<file path="config.mk">
export PLATFORM = sky130hd
export DESIGN_NAME = lsu_mem_ctrl_flat
export DESIGN_NICKNAME = d
export VERILOG_FILES = /design/src/rtl/lsu_pkg.sv /design/src/rtl/lsu_mem_ctrl_if.sv /design/src/rtl/lsu_lane.sv /design/src/rtl/lsu_mem_ctrl.sv /design/src/flat_wrapper.sv
export SDC_FILE = /design/constraint.sdc
export NUM_CORES = 1
export LEC_CHECK = 0
export ABC_AREA = 1
export BUFFER_PORTS_ARGS = -buffer_cell sky130_fd_sc_hd__buf_2
export CAP_MARGIN = 20
export CORE_MARGIN = 2
export CORE_UTILIZATION = 49
export CTS_BUF_LIST = sky130_fd_sc_hd__clkbuf_8
export DETAILED_ROUTE_END_ITERATION = 8
export GPL_TIMING_DRIVEN = 0
export PLACE_DENSITY = 0.8
export SLEW_MARGIN = 20
export SYNTH_ARGS = -nofsm -noshare
export SYNTH_HDL_FRONTEND = slang
export SYNTH_SLANG_ARGS = --single-unit
</file>
<file path="constraint.sdc">
create_clock -name clk -period 2.3 [get_ports clk]
set_input_delay 0.46 -clock clk [delete_from_list [all_inputs] [get_ports clk]]
set_output_delay 0.46 -clock clk [all_outputs]
set_load 0.005 [all_outputs]
</file>
<file path="src/rtl/lsu_pkg.sv">
// Shared funct3 codes, FSM state encoding and request-classification helpers for lsu_mem_ctrl.
package lsu_pkg;

    localparam logic [2:0] F3_B  = 3'b000;
    localparam logic [2:0] F3_H  = 3'b001;
    localparam logic [2:0] F3_W  = 3'b010;
    localparam logic [2:0] F3_BU = 3'b100;
    localparam logic [2:0] F3_HU = 3'b101;

    typedef enum logic [1:0] {
        StIdle,
        StLdWait,
        StRmwWait,
        StResp
    } lsu_state_e;

    function automatic logic f3_legal(input logic is_store, input logic [2:0] f3);
        if (is_store) begin
            return (f3 == F3_B) || (f3 == F3_H) || (f3 == F3_W);
        end
        return (f3 == F3_B) || (f3 == F3_H) || (f3 == F3_W) || (f3 == F3_BU) || (f3 == F3_HU);
    endfunction

    function automatic logic misaligned(input logic [2:0] f3, input logic [1:0] lo);
        return (((f3 == F3_H) || (f3 == F3_HU)) && lo[0]) || ((f3 == F3_W) && (lo != 2'b00));
    endfunction

endpackage

</file>
<file path="src/rtl/lsu_mem_ctrl_if.sv">
// Core-side request/response handshake plus word-wide data-memory bus for lsu_mem_ctrl.
interface lsu_mem_ctrl_if #(
    parameter int unsigned AW = 32,
    parameter int unsigned DW = 32
);
    logic          req;
    logic          we;
    logic [2:0]    funct3;
    logic [AW-1:0] addr;
    logic [DW-1:0] wdata;
    logic          ready;
    logic          done;
    logic [DW-1:0] rdata;
    logic          err;
    logic [AW-1:0] mem_address;
    logic          mem_read;
    logic          mem_write;
    logic [DW-1:0] mem_wdata;
    logic [DW-1:0] mem_rdata;

    modport master (
        output req, we, funct3, addr, wdata, mem_rdata,
        input  ready, done, rdata, err, mem_address, mem_read, mem_write, mem_wdata
    );

    modport slave (
        input  req, we, funct3, addr, wdata, mem_rdata,
        output ready, done, rdata, err, mem_address, mem_read, mem_write, mem_wdata
    );
endinterface

</file>
<file path="src/rtl/lsu_lane.sv">
// Byte-lane datapath: extracts and extends load values, merges sub-word store data into a word.
module lsu_lane
    import lsu_pkg::*;
(
    input  logic [31:0] mem_rdata,
    input  logic [1:0]  addr_lo,
    input  logic [2:0]  funct3,
    input  logic [31:0] wdata,
    output logic [31:0] load_val,
    output logic [31:0] store_word
);

    logic [7:0]  byte_sel;
    logic [15:0] half_sel;

    // Halfword lane ignores addr_lo[0]; misaligned halves are truncated when not trapped.
    always_comb begin
        byte_sel = mem_rdata[{addr_lo, 3'b000} +: 8];
        half_sel = mem_rdata[{addr_lo[1], 4'b0000} +: 16];
    end

    always_comb begin
        load_val = mem_rdata;
        case (funct3)
            F3_B:    load_val = {{24{byte_sel[7]}}, byte_sel};
            F3_BU:   load_val = {24'b0, byte_sel};
            F3_H:    load_val = {{16{half_sel[15]}}, half_sel};
            F3_HU:   load_val = {16'b0, half_sel};
            default: load_val = mem_rdata;
        endcase
    end

    always_comb begin
        store_word = wdata;
        case (funct3)
            F3_B: begin
                store_word = mem_rdata;
                store_word[{addr_lo, 3'b000} +: 8] = wdata[7:0];
            end
            F3_H: begin
                store_word = mem_rdata;
                store_word[{addr_lo[1], 4'b0000} +: 16] = wdata[15:0];
            end
            default: store_word = wdata;
        endcase
    end

endmodule

</file>
<file path="src/rtl/lsu_mem_ctrl.sv">
// Load/store sequencer for RV32I: sub-word loads, read-modify-write sub-word stores.
// Define LSU_MISALIGN_TRAP_EN to reject misaligned halfword/word accesses with err.
module lsu_mem_ctrl
    import lsu_pkg::*;
#(
    parameter int unsigned AW = 32,
    parameter int unsigned DW = 32
) (
    input  logic           clk,
    input  logic           rst_n,
    lsu_mem_ctrl_if.slave  bus
);

    lsu_state_e    state_q;
    logic [2:0]    funct3_q;
    logic [1:0]    lo_q;
    logic [DW-1:0] wdata_q;
    logic [AW-1:0] waddr_q;
    logic [DW-1:0] rdata_q;
    logic          done_q;
    logic          err_q;

    logic          trap;
    logic          bad_req;
    logic [31:0]   load_val;
    logic [31:0]   store_word;

`ifdef LSU_MISALIGN_TRAP_EN
    assign trap = misaligned(bus.funct3, bus.addr[1:0]);
`else
    assign trap = 1'b0;
`endif

    assign bad_req = !f3_legal(bus.we, bus.funct3) || trap;

    lsu_lane u_lane (
        .mem_rdata  (bus.mem_rdata),
        .addr_lo    (lo_q),
        .funct3     (funct3_q),
        .wdata      (wdata_q),
        .load_val   (load_val),
        .store_word (store_word)
    );

    assign bus.ready = (state_q == StIdle);
    assign bus.done  = done_q;
    assign bus.err   = err_q;
    assign bus.rdata = rdata_q;

    // Strobes go out in the accept cycle so memory latency overlaps the handshake.
    always_comb begin
        bus.mem_read    = 1'b0;
        bus.mem_write   = 1'b0;
        bus.mem_wdata   = '0;
        bus.mem_address = waddr_q;
        case (state_q)
            StIdle: begin
                bus.mem_address = {bus.addr[AW-1:2], 2'b00};
                if (bus.req && !bad_req) begin
                    if (bus.we && (bus.funct3 == F3_W)) begin
                        bus.mem_write = 1'b1;
                        bus.mem_wdata = bus.wdata;
                    end else begin
                        bus.mem_read = 1'b1;
                    end
                end
            end
            StRmwWait: begin
                bus.mem_write = 1'b1;
                bus.mem_wdata = store_word;
            end
            default: ;
        endcase
    end

    always_ff @(posedge clk or negedge rst_n) begin
        if (!rst_n) begin
            state_q  <= StIdle;
            funct3_q <= 3'b000;
            lo_q     <= 2'b00;
            wdata_q  <= '0;
            waddr_q  <= '0;
            rdata_q  <= '0;
            done_q   <= 1'b0;
            err_q    <= 1'b0;
        end else begin
            done_q <= 1'b0;
            err_q  <= 1'b0;
            case (state_q)
                StIdle: begin
                    if (bus.req) begin
                        funct3_q <= bus.funct3;
                        lo_q     <= bus.addr[1:0];
                        wdata_q  <= bus.wdata;
                        waddr_q  <= {bus.addr[AW-1:2], 2'b00};
                        if (bad_req) begin
                            done_q  <= 1'b1;
                            err_q   <= 1'b1;
                            state_q <= StResp;
                        end else if (!bus.we) begin
                            state_q <= StLdWait;
                        end else if (bus.funct3 == F3_W) begin
                            done_q  <= 1'b1;
                            state_q <= StResp;
                        end else begin
                            state_q <= StRmwWait;
                        end
                    end
                end
                StLdWait: begin
                    rdata_q <= load_val;
                    done_q  <= 1'b1;
                    state_q <= StResp;
                end
                StRmwWait: begin
                    done_q  <= 1'b1;
                    state_q <= StResp;
                end
                default: state_q <= StIdle;
            endcase
        end
    end

endmodule
</file>
<file path="src/flat_wrapper.sv">
// flat-port wrapper written by rule: the top's interface ports become plain ports
module lsu_mem_ctrl_flat import lsu_pkg::*;
#(
    parameter int unsigned AW = 32,
    parameter int unsigned DW = 32
)
  (clk, rst_n, bus_req, bus_we, bus_funct3, bus_addr, bus_wdata, bus_mem_rdata, bus_ready, bus_done, bus_rdata, bus_err, bus_mem_address, bus_mem_read, bus_mem_write, bus_mem_wdata);
  lsu_mem_ctrl_if #(.AW(AW), .DW(DW)) bus_i ();
  input  logic clk;
  input  logic rst_n;
  input wire logic [$bits(bus_i.req)-1:0] bus_req;
  input wire logic [$bits(bus_i.we)-1:0] bus_we;
  input wire logic [$bits(bus_i.funct3)-1:0] bus_funct3;
  input wire logic [$bits(bus_i.addr)-1:0] bus_addr;
  input wire logic [$bits(bus_i.wdata)-1:0] bus_wdata;
  input wire logic [$bits(bus_i.mem_rdata)-1:0] bus_mem_rdata;
  output wire logic [$bits(bus_i.ready)-1:0] bus_ready;
  output wire logic [$bits(bus_i.done)-1:0] bus_done;
  output wire logic [$bits(bus_i.rdata)-1:0] bus_rdata;
  output wire logic [$bits(bus_i.err)-1:0] bus_err;
  output wire logic [$bits(bus_i.mem_address)-1:0] bus_mem_address;
  output wire logic [$bits(bus_i.mem_read)-1:0] bus_mem_read;
  output wire logic [$bits(bus_i.mem_write)-1:0] bus_mem_write;
  output wire logic [$bits(bus_i.mem_wdata)-1:0] bus_mem_wdata;
  assign bus_i.req = bus_req;
  assign bus_i.we = bus_we;
  assign bus_i.funct3 = bus_funct3;
  assign bus_i.addr = bus_addr;
  assign bus_i.wdata = bus_wdata;
  assign bus_i.mem_rdata = bus_mem_rdata;
  assign bus_ready = bus_i.ready;
  assign bus_done = bus_i.done;
  assign bus_rdata = bus_i.rdata;
  assign bus_err = bus_i.err;
  assign bus_mem_address = bus_i.mem_address;
  assign bus_mem_read = bus_i.mem_read;
  assign bus_mem_write = bus_i.mem_write;
  assign bus_mem_wdata = bus_i.mem_wdata;
  lsu_mem_ctrl #(.AW(AW), .DW(DW)) u_core (.clk(clk), .rst_n(rst_n), .bus(bus_i));
endmodule
</file>
==> reports/results.ini, run 1 <==
[global_routing]
grt_max_degree = 60
grt_pass1_vias = 7051
antenna_found_initial = 0
grt_pass1_wl_mm = 35.31
grtUsageTotal = 0.3110
grt_remaining_overflow = 0

[detailed_routing]
num_vias = 7666
detail-route-antenna-nets = 0
drtPass1Iterations = 7
drc = 0
wl_mm = 22.86
initialDrtViolationCount = 734
via_per_inst = 5.305
post_drt_wl_per_cell_um = 15.82

[cells_and_area]
finalNonFillerCells = 1445
fillers = 1220
area_growth_pct = 32.23
regArea_mm2 = 0.002581
multi_input_area_mm2 = 0.003722
nets = 1376
n_antenna_cell = 0
drive_gt1_frac = 0.2979

[worst_setup_path]
crit_end = bus_mem_wdata[7]
start_kind = flip-flop
reg2regPathDepth = 8
crit_buf_inv = 4
crit_path_end_kind = primary output
r2r-end = u_core.bus.rdata[12]$_DFFE_PN0N_
reg2reg_slack_ns = 0.44
crit_path_cell_trace = inv_4 > buf_8 > ha_4 > inv_4 > nand2_4 > nor2_4 > nand2_2 > nand3_4 > nand2_1 > nand2_2 > nand2_1 > nand2_1 > buf_2
path_max_fanout = 8
crit_family = simple AND/OR/NAND/NOR gates
worst_path_max_delay_cell = dfrtp_2
path_common_cell = nand2_1
crit_type = reg2out
worstSetupPathDepth = 13
slowest_delay_ns = 0.45
r2r-start = u_core.state_q[0]$_DFFE_PN0P_
critical_path_required_ns = 1.84
worstPathArrival_ns = 2.09
crit_start = u_core.lo_q[0]$_DFFE_PN0P_

[floorplanning]
die_w_um = 120.4
ios = 204
die_area_mm2 = 0.01450
die_h_um = 120.4
fp-row-count = 42
start_util = 0.5013
core_area_mm2 = 0.01324

[place]
placed_cells = 1405
hpwl_mm = 17.09
gp_congestion = 0.9850
portBuffers = 201

[synthesis]
synth_edf_count = 0
synthCells = 1026
synthTopCellsByArea = dfrtp_1 39%, nand2_1 23%, o21ai_0 8.8%
yosysUniqueCellTypes = 32
ys_async_sr_fraction = 1.000
synth_area_mm2 = 0.006639
avgSynthCellArea_um2 = 6.471
synth-seq-area-share = 0.3882
yosysTopAreaCell = dfrtp_1
ys_ff_latch = 103
synth_top_area_frac = 0.3882
yosysWarnings = 0
synth_ff_type = dfrtp_1

[sta]
tightest_slew_ns = 0.6059
hold_viol = 0
setup_violations = 32
max_clock_freq_mhz = 392.1
slew_headroom = 0.5961
period_share = 1.109
rsz0062_at_grt = true
finalWorstSetupSlack_ns = -0.2501
clock_skew_ns = 0.01552
fin_setup_tns_ns = -5.949
slew_viol_final = 0
post-route-min-period_ns = 2.550

[power]
p_leak_nw = 4.888
peakVddDrop_mv = 0.9738
finalPower_mw = 11.99
powerDensity_mw_per_mm2 = 1366

[clocking]
cts_tree = built
root_buffer = clkbuf_8
htree_levels = 3
path_clk_slew_ns = 0.12
clkLatencyLatePin_ns = 0.41
clock-sinks = 103
cts_made_buffers = 9
cts_max_path_buffers = 2

[outcome]
status = complete, but fails checks
violations = setup timing

[run]
cap_viol_max_count = 0

[min_path]
hold_path.class = in2reg

-- area by class of cell --
type                       instances  share of cell area
timing repair buffer             230              0.1445
clock buffer                       9             0.01411
tap                              176             0.02509
multi-input combinational        756              0.4240
clock inverter                     7            0.009835
inverter                         110             0.04974
buffer                            54             0.03863
sequential                       103              0.2940
-- state kept, by name, indices dropped and copies added, names as in the netlist --
signal,count
u_core.state_q,2
u_core.bus.err,1
u_core.waddr_q,30
u_core.funct3_q,3
u_core.wdata_q,32
u_core.lo_q,2
u_core.bus.rdata,32
u_core.bus.done,1
-- power breakdown --
group	total, mW	internal, mW	leakage (nW)	switching, mW
logic	7.41	3.03	3.52	4.38
registers	3.33	2.69	1.26	0.642
clock network	1.26	0.528	0.104	0.728
-- cells by family (layout without fill, tap and decap cells) --
family	after synthesis	in the layout	synth area share
buffers and inverters	168	410	0.1018
adder cells (fa/ha/maj)	9	9	0.01696
flip-flops	103	103	0.3882
other	1	2	0.0005649
AO/OA/AOI/OAI	207	207	0.1628
AND/OR/NAND/NOR	538	538	0.3296
-- per-stage QoR --
step                      area, um^2    util  hold slack (ns)  worst slack, ns
final                           8778  0.6629           0.2465          -0.2501
after global routing            8778  0.6629           0.2552          -0.3369
after CTS                       8552  0.6458           0.2431          -0.1861
after detailed placement        7903  0.5968           0.4111          -0.4733
after global placement          7869  0.5942           0.4565          -0.4738
after floorplan                 6643       -           0.1644          0.02899
-- cell usage in the layout (no fill, tap or decap), types with 3 or more instances in the layout --
cell      netlist  layout
nand2_1       414     383
buf_2          18     208
dfrtp_1       103     100
inv_1         105      98
o21ai_0       117      93
nand3_1        64      61
a21oi_1        52      52
buf_4           4      34
o21ai_1        20      31
nand2_2         5      27
nor2_1         28      24
clkbuf_1       34      22
or2_2          15      15
o21ai_2         1      13
buf_6           1      10
clkbuf_8        0      10
a21boi_1        8       8
nand2_4         0       7
nor2_4          1       7
inv_2           4       5
inv_4           0       4
a22oi_1         4       4
ha_4            0       4
ha_1            9       4
clkbuf_2        0       3
inv_6           0       3
nand3_2         1       3
nor3_2          1       3
o211ai_1        3       3
dfrtp_2         0       3
-- per-layer routing --
metal | GRT usage | routed length [um]
met1 | 0.4047 | 9577
met2 | 0.5021 | 10610
met3 | 0.08019 | 2040
met4 | 0.1105 | 635
met5 | 0 | 0
-- worst min path at each step --
stage	start	to	slack (ns)	cells after the start
floorplan	rst_n	u_core.bus.done$_DFF_PN0_	0.16	0
global placement	u_core.bus.rdata[1]$_DFFE_PN0N_	u_core.bus.rdata[1]$_DFFE_PN0N_	0.46	2
detailed placement	rst_n	u_core.wdata_q[9]$_DFFE_PN0P_	0.41	1
CTS	bus_wdata[6]	u_core.wdata_q[6]$_DFFE_PN0P_	0.24	3
global route	bus_wdata[3]	u_core.wdata_q[3]$_DFFE_PN0P_	0.26	3
finish	bus_wdata[27]	u_core.wdata_q[27]$_DFFE_PN0P_	0.25	3
-- worst reg2reg max path, stage by stage (launching register included) --
cell      delay, ns
dfrtp_1        0.40
buf_4          0.13
buf_4          0.13
ha_1           0.28
inv_1          0.13
clkbuf_1       0.43
a21oi_1        0.08
nand2_1        0.12
nand2_1        0.06
-- cells in the mapped netlist (5+ instances only) --
cell type	count
nand2_1	414
o21ai_0	117
inv_1	105
dfrtp_1	103
nand3_1	64
a21oi_1	52
clkbuf_1	34
nor2_1	28
o21ai_1	20
buf_2	18
or2_2	15
ha_1	9
a21boi_1	8
nand2_2	5
-- timing repair --
item | CTS | global route
gates cloned | 1 | 0
setup endpoints to repair | 64 | 56
pin swaps | 16 | 11
hold endpoints to repair | 44 | 0
buffers inserted | 17 | 9
gates resized for setup | 100 | 81
hold buffers | 1 | 0
Note: power is estimated with default switching activity, not from simulation.
==> inputs of run 2 (changes only) <==
--- a/config.mk
+++ b/config.mk
@@ -14,6 +14,7 @@
 export DETAILED_ROUTE_END_ITERATION = 8
 export GPL_TIMING_DRIVEN = 0
 export PLACE_DENSITY = 0.8
+export SKIP_CTS_REPAIR_TIMING = 1
 export SLEW_MARGIN = 20
 export SYNTH_ARGS = -nofsm -noshare
 export SYNTH_HDL_FRONTEND = slang
==> reports/results.ini, run 2 (synthesis results as in run 1) <==
[outcome]
status = complete, but fails checks
violations = setup timing

[power]
p_int_mw = 6.715  ; +7.6%
switchingPower_mw = 6.189  ; +7.6%
swShare = 0.4796  ; about the same
share_comb_of_total_power = 0.639  ; +0.021
clock_power_share = 0.097  ; -0.008
powerDensity_mw_per_mm2 = 1406  ; +2.9%
p_leak_nw = 5.090  ; +4.1%
sequentialPowerShare = 0.264  ; -0.014
peakVddDrop_mv = 1.042  ; +7.0%

[sta]
period_share = 1.164  ; +0.05496
hold_viol = 0  ; unchanged
clock_skew_ns = 0.01387  ; -0.001649 ns
setup_violations = 49  ; +53%
rsz0062_at_grt = true
slew_viol_final = 0  ; unchanged
post-route-min-period_ns = 2.676  ; +0.1264 ns
max_clock_freq_mhz = 373.6  ; -4.7%
fin_setup_tns_ns = -9.270  ; -3.321 ns
fin_hold_ws_ns = 0.2585  ; +0.01204 ns
slew_headroom = 0.5785  ; -0.01763
finalWorstSetupSlack_ns = -0.3765  ; -0.1264 ns
tightest_slew_ns = 0.6323  ; +0.02644 ns

[global_routing]
grt_busiest_layer = met2
grt_pass1_wl_mm = 34.04  ; -3.6%
grtUsageTotal = 0.2998  ; -0.01112
grt_max_degree = 60  ; unchanged
met2_usage = 0.4742  ; -0.02790
grt_remaining_overflow = 0  ; unchanged
grt_use_met1 = 0.3971  ; -0.007601
grt.met3_usage = 0.07689  ; -0.003302
antenna_found_initial = 0  ; unchanged
grt_pass1_vias = 6822  ; -3.2%

[clocking]
clkLatencyLatePin_ns = 0.40  ; about the same
path_clk_slew_ns = 0.11  ; about the same
root_buffer = clkbuf_8
cts_max_path_buffers = 2  ; unchanged
cts_tree = built
cts_made_buffers = 9  ; unchanged
htree_levels = 3  ; unchanged
clock-sinks = 103  ; unchanged

[floorplanning]
ios = 204  ; unchanged
core_area_mm2 = 0.01324  ; unchanged
die_w_um = 120.4  ; unchanged
die_h_um = 120.4  ; unchanged
die_area_mm2 = 0.01450  ; unchanged
fp-row-count = 42  ; unchanged
start_util = 0.5013  ; unchanged

[worst_setup_path]
r2r-start = u_core.state_q[0]$_DFFE_PN0P_
worstPathArrival_ns = 2.22  ; +0.13 ns
path_max_fanout = 8  ; unchanged
r2r-end = u_core.waddr_q[27]$_DFFE_PN0P_
slowest_delay_ns = 0.45  ; about the same
path_common_cell = nand2_1
start_kind = flip-flop
reg2regPathDepth = 6  ; -2
crit_type = reg2out
critical_path_required_ns = 1.84  ; about the same
crit_buf_inv = 4  ; unchanged
crit_path_cell_trace = clkinv_4 > buf_12 > ha_4 > inv_4 > nand2_2 > nor2_2 > nand2_2 > nand3_4 > nand2_1 > nand2_1 > nand2_1 > nand2_1 > buf_2
crit_path_end_kind = primary output
crit_family = simple AND/OR/NAND/NOR gates
reg2reg_slack_ns = 0.48  ; +0.04 ns
worst_path_max_delay_cell = dfrtp_2

[min_path]
min_from = bus_wdata[27]
hold_path_end = u_core.wdata_q[27]$_DFFE_PN0P_
hold_path.class = in2reg
hold_path_depth = 3  ; unchanged

[run]
cap_viol_max_count = 0  ; unchanged

[detailed_routing]
detail-route-antenna-nets = 0  ; unchanged
initialDrtViolationCount = 732  ; -0.27%
wl_mm = 24.63  ; +7.7%
drc = 0  ; unchanged
post_drt_wl_per_cell_um = 16.88  ; +6.7%
via_per_inst = 5.419  ; +2.1%
drtPass1Iterations = 5  ; -2
num_vias = 7906  ; +3.1%

[cells_and_area]
fillers = 1121  ; -8.1%
nets = 1390  ; +1.0%
area_growth_pct = 38.20
mostFrequentLayoutCells = 363 x nand2_1, 210 x buf_2, 101 x dfrtp_1, 100 x inv_1, 78 x o21ai_0
drive_gt1_frac = 0.3390  ; +0.04118
fin_area_mm2 = 0.009175  ; +4.5%
layout_commonest_cell = nand2_1
n_antenna_cell = 0  ; unchanged

[place]
hpwl_mm = 17.09  ; unchanged
portBuffers = 201  ; unchanged
placed_area_mm2 = 0.007903  ; unchanged
dp_slack_ns = -0.4733  ; unchanged
gp_congestion = 0.9850  ; unchanged

-- run 2: changes by cell type in the layout (fill, tap and decap cells not counted), sizes merged --
| cell | before | now |
|---|---|---|
| inv | 112 | 111 |
| buf | 255 | 266 |
| clkinv | 2 | 3 |
| clkbuf | 37 | 39 |
| nor2 | 32 | 33 |
-- run 2: how the worst max path moves through the flow --
stage,slack [ns],startpoint,endpoint,depth (start not counted)
after floorplan,0.03,u_core.lo_q[0]$_DFFE_PN0P_,bus_mem_wdata[0],12
after global placement,-0.47,u_core.lo_q[0]$_DFFE_PN0P_,bus_mem_wdata[1],13
after detailed placement,-0.47,u_core.lo_q[0]$_DFFE_PN0P_,bus_mem_wdata[1],13
after CTS,-0.93,u_core.lo_q[0]$_DFFE_PN0P_,bus_mem_wdata[1],13
after global routing,-0.47,u_core.lo_q[0]$_DFFE_PN0P_,bus_mem_wdata[6],13
final,-0.38,u_core.lo_q[0]$_DFFE_PN0P_,bus_mem_wdata[6],13
-- run 2: stage by stage --
stage,cells,total power [mW],util
2_1_floorplan,1027,7.196,-
3_3_place_gp,1404,9.339,0.5942
3_5_place_dp,1405,9.453,0.5968
4_1_cts,1421,10.73,0.6126
5_1_grt,1459,13.86,0.6928
6_report,1459,12.90,0.6928
-- run 2: power groups by stage --
stage / combinational, mW / clock, mW / sequential [mW]
after floorplan: 4.03 / 0 / 3.16
after global placement: 6.06 / 0 / 3.28
after CTS: 6.18 / 1.28 / 3.28
after global routing: 9.05 / 1.35 / 3.47
after detailed placement: 6.16 / 0 / 3.29
final: 8.25 / 1.25 / 3.40
-- run 2: final cells by class --
cell class                 instances  area (um^2)  area share
buffer                            54        369.1     0.04023
clock buffer                       9        123.9     0.01350
clock inverter                     7        86.33    0.009410
inverter                         110        436.7     0.04759
multi-input combinational        757         3881      0.4230
sequential                       103         2580      0.2812
tap                              176        220.2     0.02400
timing repair buffer             243         1478      0.1611
-- run 2: worst register-to-register path, delay by kind of cell (launching register included) --
family,cells,cell delay [ns]
adder cells (fa/ha/maj),1,0.20
AND/OR/NAND/NOR,1,0.09
buffers and inverters,3,0.83
AO/OA/AOI/OAI,1,0.18
flip-flops,1,0.40
-- run 2: per-layer routing --
layer,wire length [um],share of wire
met5,0,0
met4,784,0.032
met3,2122,0.086
met2,11750,0.48
met1,9968,0.40
